--- config.mk ---
export PLATFORM = sky130hd
export DESIGN_NAME = wb_commit
export DESIGN_NICKNAME = d
export VERILOG_FILES = /design/src/rtl/wb_commit.sv
export SDC_FILE = /design/constraint.sdc
export NUM_CORES = 2
export LEC_CHECK = 0
export ABC_CLOCK_PERIOD_IN_PS = 37300
export BUFFER_PORTS_ARGS = -buffer_cell sky130_fd_sc_hd__buf_2
export CAP_MARGIN = 20
export CORE_ASPECT_RATIO = 1.2
export CORE_MARGIN = 4
export CORE_UTILIZATION = 35
export CTS_CLUSTER_SIZE = 8
export DETAILED_ROUTE_END_ITERATION = 16
export GPL_ROUTABILITY_DRIVEN = 1
export PLACE_DENSITY_LB_ADDON = 0.25
export SLEW_MARGIN = 20
export SYNTH_ARGS = -nofsm -noshare
export SYNTH_HDL_FRONTEND = slang
export SYNTH_SLANG_ARGS = --single-unit
export TNS_END_PERCENT = 5
--- constraint.sdc ---
create_clock -name clk -period 37.3 [get_ports clk]
set_clock_uncertainty 0.05 [all_clocks]
set_input_delay 1.865 -clock clk [delete_from_list [all_inputs] [get_ports clk]]
set_output_delay 1.865 -clock clk [all_outputs]
set_load 0.02 [all_outputs]
--- src/rtl/wb_commit.sv ---
// Writeback/commit stage: GPR file, HI/LO, LLbit and commit trace registers.
// Optional macro WB_RF_BYPASS_EN forwards the same-cycle write to the read ports.

`ifndef ALUOp
`define ALUOp 7:0
`endif

module wb_commit #(
    parameter int unsigned RF_DEPTH = 32
) (
    input  logic          clk,
    input  logic          rst,
    input  logic [31:0]   wb_pc,
    input  logic [`ALUOp] wb_aluop,
    input  logic [31:0]   wb_alures,
    input  logic [31:0]   wb_mulres,
    input  logic [31:0]   wb_m_vaddr,
    input  logic [31:0]   wb_m_rdata,
    input  logic [3:0]    wb_wreg,
    input  logic [4:0]    wb_wraddr,
    input  logic          wb_hilo_wen,
    input  logic [63:0]   wb_hilo,
    input  logic          wb_llb_wen,
    input  logic          wb_llbit,
    input  logic          exc_llb_clr,
    input  logic [4:0]    rd_addr1,
    input  logic [4:0]    rd_addr2,
    output logic [31:0]   rd_data1,
    output logic [31:0]   rd_data2,
    output logic [31:0]   hi,
    output logic [31:0]   lo,
    output logic          llbit,
    output logic [31:0]   dbg_pc,
    output logic [3:0]    dbg_wen,
    output logic [4:0]    dbg_wnum,
    output logic [31:0]   dbg_wdata
);

    localparam logic [`ALUOp] OpLb  = 'h20;
    localparam logic [`ALUOp] OpLh  = 'h21;
    localparam logic [`ALUOp] OpLwl = 'h22;
    localparam logic [`ALUOp] OpLw  = 'h23;
    localparam logic [`ALUOp] OpLbu = 'h24;
    localparam logic [`ALUOp] OpLhu = 'h25;
    localparam logic [`ALUOp] OpLwr = 'h26;
    localparam logic [`ALUOp] OpMul = 'h30;

    logic [31:0] gpr_q [RF_DEPTH];
    logic [31:0] hi_q, lo_q;
    logic        llbit_q;
    logic [31:0] dbg_pc_q, dbg_wdata_q;
    logic [3:0]  dbg_wen_q;
    logic [4:0]  dbg_wnum_q;

    logic [1:0]  k;
    logic [7:0]  ld_byte;
    logic [15:0] ld_half;
    logic [31:0] wdata;
    logic [31:0] wr_old;
    logic [31:0] wr_val;
    logic        wr_hit;
    logic        unused_vaddr;

    assign unused_vaddr = ^wb_m_vaddr[31:2];

    assign k       = wb_m_vaddr[1:0];
    assign ld_byte = wb_m_rdata[{k, 3'b000} +: 8];
    assign ld_half = k[1] ? wb_m_rdata[31:16] : wb_m_rdata[15:0];

    always_comb begin
        wdata = wb_alures;
        case (wb_aluop)
            OpLb:    wdata = {{24{ld_byte[7]}}, ld_byte};
            OpLbu:   wdata = {24'h0, ld_byte};
            OpLh:    wdata = {{16{ld_half[15]}}, ld_half};
            OpLhu:   wdata = {16'h0, ld_half};
            OpLw:    wdata = wb_m_rdata;
            // LWL/LWR align the word so only the enabled bytes land in place
            OpLwl:   wdata = wb_m_rdata << {~k, 3'b000};
            OpLwr:   wdata = wb_m_rdata >> {k, 3'b000};
            OpMul:   wdata = wb_mulres;
            default: wdata = wb_alures;
        endcase
    end

    assign wr_old = gpr_q[wb_wraddr];
    assign wr_hit = (wb_wraddr != 5'd0) && (wb_wreg != 4'h0);

    always_comb begin
        wr_val = wr_old;
        for (int i = 0; i < 4; i++) begin
            if (wb_wreg[i]) begin
                wr_val[8*i +: 8] = wdata[8*i +: 8];
            end
        end
        if (wb_wraddr == 5'd0) begin
            wr_val = '0;
        end
    end

    always_comb begin
        rd_data1 = '0;
        if (!rst && rd_addr1 != 5'd0) begin
            rd_data1 = gpr_q[rd_addr1];
`ifdef WB_RF_BYPASS_EN
            if (wr_hit && rd_addr1 == wb_wraddr) begin
                rd_data1 = wr_val;
            end
`endif
        end
    end

    always_comb begin
        rd_data2 = '0;
        if (!rst && rd_addr2 != 5'd0) begin
            rd_data2 = gpr_q[rd_addr2];
`ifdef WB_RF_BYPASS_EN
            if (wr_hit && rd_addr2 == wb_wraddr) begin
                rd_data2 = wr_val;
            end
`endif
        end
    end

    always_ff @(posedge clk or posedge rst) begin
        if (rst) begin
            for (int i = 0; i < RF_DEPTH; i++) begin
                gpr_q[i] <= '0;
            end
        end else if (wr_hit) begin
            gpr_q[wb_wraddr] <= wr_val;
        end
    end

    always_ff @(posedge clk or posedge rst) begin
        if (rst) begin
            hi_q    <= '0;
            lo_q    <= '0;
            llbit_q <= 1'b0;
        end else begin
            if (wb_hilo_wen) begin
                hi_q <= wb_hilo[63:32];
                lo_q <= wb_hilo[31:0];
            end
            // An exception/ERET commit always kills the reservation
            if (exc_llb_clr) begin
                llbit_q <= 1'b0;
            end else if (wb_llb_wen) begin
                llbit_q <= wb_llbit;
            end
        end
    end

    always_ff @(posedge clk or posedge rst) begin
        if (rst) begin
            dbg_pc_q    <= '0;
            dbg_wen_q   <= '0;
            dbg_wnum_q  <= '0;
            dbg_wdata_q <= '0;
        end else begin
            dbg_pc_q    <= wb_pc;
            dbg_wen_q   <= (wb_wraddr == 5'd0) ? 4'h0 : wb_wreg;
            dbg_wnum_q  <= wb_wraddr;
            dbg_wdata_q <= wr_val;
        end
    end

    assign hi        = hi_q;
    assign lo        = lo_q;
    assign llbit     = llbit_q;
    assign dbg_pc    = dbg_pc_q;
    assign dbg_wen   = dbg_wen_q;
    assign dbg_wnum  = dbg_wnum_q;
    assign dbg_wdata = dbg_wdata_q;

endmodule

==> results.md <==
- Met1 Use GR: 35.6%
- Clk root buf: clkbuf_16
- Period Utilization, post-route: 23.4%
- # fillers: 19.0k
- GRT Total Usage: 28.6%
- Mapped Avg Cell Area: 10.9 um^2
- Register area share after synthesis: 42.1%
- Clock Latency Late Sink: 0.82 ns
- R2r startpoint: gpr_q[905]$_DFFE_PP0P_
- Critical setup path kind: in2out
- Prevailing post-synth register cell: dfrtp_1
- Hold Path Depth: 0
- Clock power share: 32.0%
- Overflow after GRT: 0
- Mapped Nets: 6584
- Placed Cells: 8867
- Least-Margin Pin Slew: 1.37 ns
- Initial drt markers: 6340
- First-pass GRT wire length: 421000 um
- Syn Std Cell Area: 0.0691 mm^2
- Critical Path Source: rd_addr1[0]
- Top-count cell post-synth: dfrtp_1
- Int Pwr: 2.91 mW
- Antenna violations before repair: 17
- Clock Path Buffers: 3
- Fmax: 115 MHz
- Total design power: 4.34 mW
- DP Worst Slack: 28.69 ns
- PnR worst setup slack: 28.57 ns
- Status: complete, no violations
- Crit start category: input port
- PD cells: 55.6 mW/mm^2
- Crit path DAT: 6.82 ns
- Residual DRC: 0
- Initial Util: 35.2%
- DRT Wirelength: 298000 um
- Worst EP required: 35.38 ns
- Drt pass-1 iters: 8
- Ys async rst share: 100%
- CTS tree: yes
- Synth warn: 0
- I/O Pins: 459
- Non-filler cells, final: 9070
- Hold crit path type: reg2reg
- Post-CTS sizing: 0
- Share of layout cells above drive strength 1: 28.2%
- Routability congestion estimate: 0.933
- Clk pin slew, worst setup/hold paths: 0.05 ns
- GRT busiest layer: met2
- Vias: 57.0k
- WL/cell: 32.8 um
- Hold path start: gpr_q[1023]$_DFFE_PP0P_
- Post-Route Setup TNS: 0 ns
- Hold Vio Cnt, Final: 0
- Die area: 0.205 mm^2
- Yosys top cell by area: dfrtp_1
- FF-to-FF path depth: 7
- Max-slew headroom: 8.05%
- GRT met3 Usage: 6.82%
- Synth cell count leaders: 1162 x dfrtp_1, 771 x o21ai_0, 737 x nand2_1
- Reg power frac: 42.2%
- Gate Count Post-Synth: 6327
- Synth cell types: 78
- Psw: 1.43 mW
- IO buf count: 428
- Row Count: 178
- Post-synth EDFFs: 0
- Final setup violation count: 0
- Final-stage net count: 6681
- Clock sink count: 1162
- Total of max-cap violations: 0
- Routed Antenna Nets: 0
- Cts bufs inserted: 165
- RSZ-0062 raised after global routing: no
- Met2 usage: 44.6%
- Worst VDD drop: 0.0572 mV
- Switching share of power: 32.9%
- Post CTS Setup Buffer Count: 0
- P_leak: 33.3 nW
- Die H: 495 um
- Vias in the first global route: 56.3k
- Max FO, Critical Path: 101
- Yosys top cell area share: 42.1%
- Crit end category: output port
- Post-layout min period: 8.73 ns
- Max-slew violations: 0
- #FFs+latches synth: 1162
- P&R area growth vs syn: 13.0%
- H-tree depth: 4
- Largest net degree at the start of global routing: 161
- DP Wirelength: 182000 um
- Die width: 414 um
- Gate power share: 25.8%
- Via/cell ratio: 6.28
- Core area: 0.196 mm^2
- CTS Hold Bufs: 0
- Synth area leaders: dfrtp_1 42%, mux4_2 13%, mux2i_1 9.9%
==> critical path: stages <==
cell and delay (ns):
buf_8 0.51, buf_4 0.81, buf_12 0.58, buf_4 0.84, mux2_2 0.30, a21oi_1 0.06, o21ai_0 0.15, o22ai_1 0.12
nor3_1 0.27, o21a_1 0.57, buf_2 0.28
==> cell type report <==
cell class	instances	area (um^2)	area share, %
multi-input combinational	4470	37500	48.1
sequential	1162	29100	37.2
tap	2610	3270	4.18
clock inverter	12	155	0.199
antenna	12	30.0	0.0384
clock buffer	179	4320	5.53
inverter	24	97.6	0.125
timing repair buffer	601	3650	4.67
==> per-layer routing <==
layer  routed length [um]  vias to the layer above
met1               113000                    28800
met3                28200                      879
met4                21400                        6
li1                     -                    24000
met2               134000                     3380
met5                   46                        -
==> per-stage QoR <==
stage          util (%)  area [um^2]  hold slack, ns
3_3_place_gp       37.5        73500           0.335
6_report           39.8        78100           0.355
4_1_cts            39.8        78100           0.354
2_1_floorplan         -        69100           0.399
3_5_place_dp       37.5        73600           0.342
5_1_grt            39.8        78100           0.372
==> final timing paths <==
path | slack, ns | to
min in group asynchronous | 1.31 | gpr_q[521]$_DFFE_PP0P_
min reg2reg | 0.35 | gpr_q[1023]$_DFFE_PP0P_
max | 28.57 | rd_data1[21]
min | 0.35 | gpr_q[1023]$_DFFE_PP0P_
max reg2reg | 34.39 | gpr_q[841]$_DFFE_PP0P_
max in group asynchronous | 32.66 | gpr_q[89]$_DFFE_PP0P_
==> cell families (layout without fill, tap and decap cells) <==
| logic type | after synthesis | in the layout | share of synthesized area (%) |
|---|---|---|---|
| buffers and inverters | 695 | 816 | 4.48 |
| AND/OR/NAND/NOR | 1138 | 1138 | 7.40 |
| other | 0 | 12 | 0 |
| multiplexers | 1579 | 1579 | 30.8 |
| flip-flops | 1162 | 1162 | 42.1 |
| AO/OA/AOI/OAI | 1753 | 1753 | 15.3 |
==> state kept, by name (all words and copies together) (netlist names) <==
signal and count:
dbg_wen 4, dbg_wdata 32, llbit 1, dbg_wnum 5, dbg_pc 32, lo 32, hi 32, gpr_q 1024
==> power groups by stage <==
stage	Combinational [mW]	Sequential [mW]	Clock, mW
floorplan	0.808	1.78	0
global placement	1.09	1.82	0
detailed placement	1.11	1.84	0
CTS	1.11	1.82	1.41
global route	1.21	1.88	1.46
finish	1.12	1.83	1.39
==> placed cells by master (no fill, tap or decap), drive strengths merged, types with 158 or more instances in the layout <==
master  count
mux2      507
buf       601
nand2     737
a21oi     317
dfrtp    1162
o22ai     158
mux4      386
clkbuf    179
mux2i     686
o21ai     775
No activity file was read; power rests on OpenSTA's default activity.
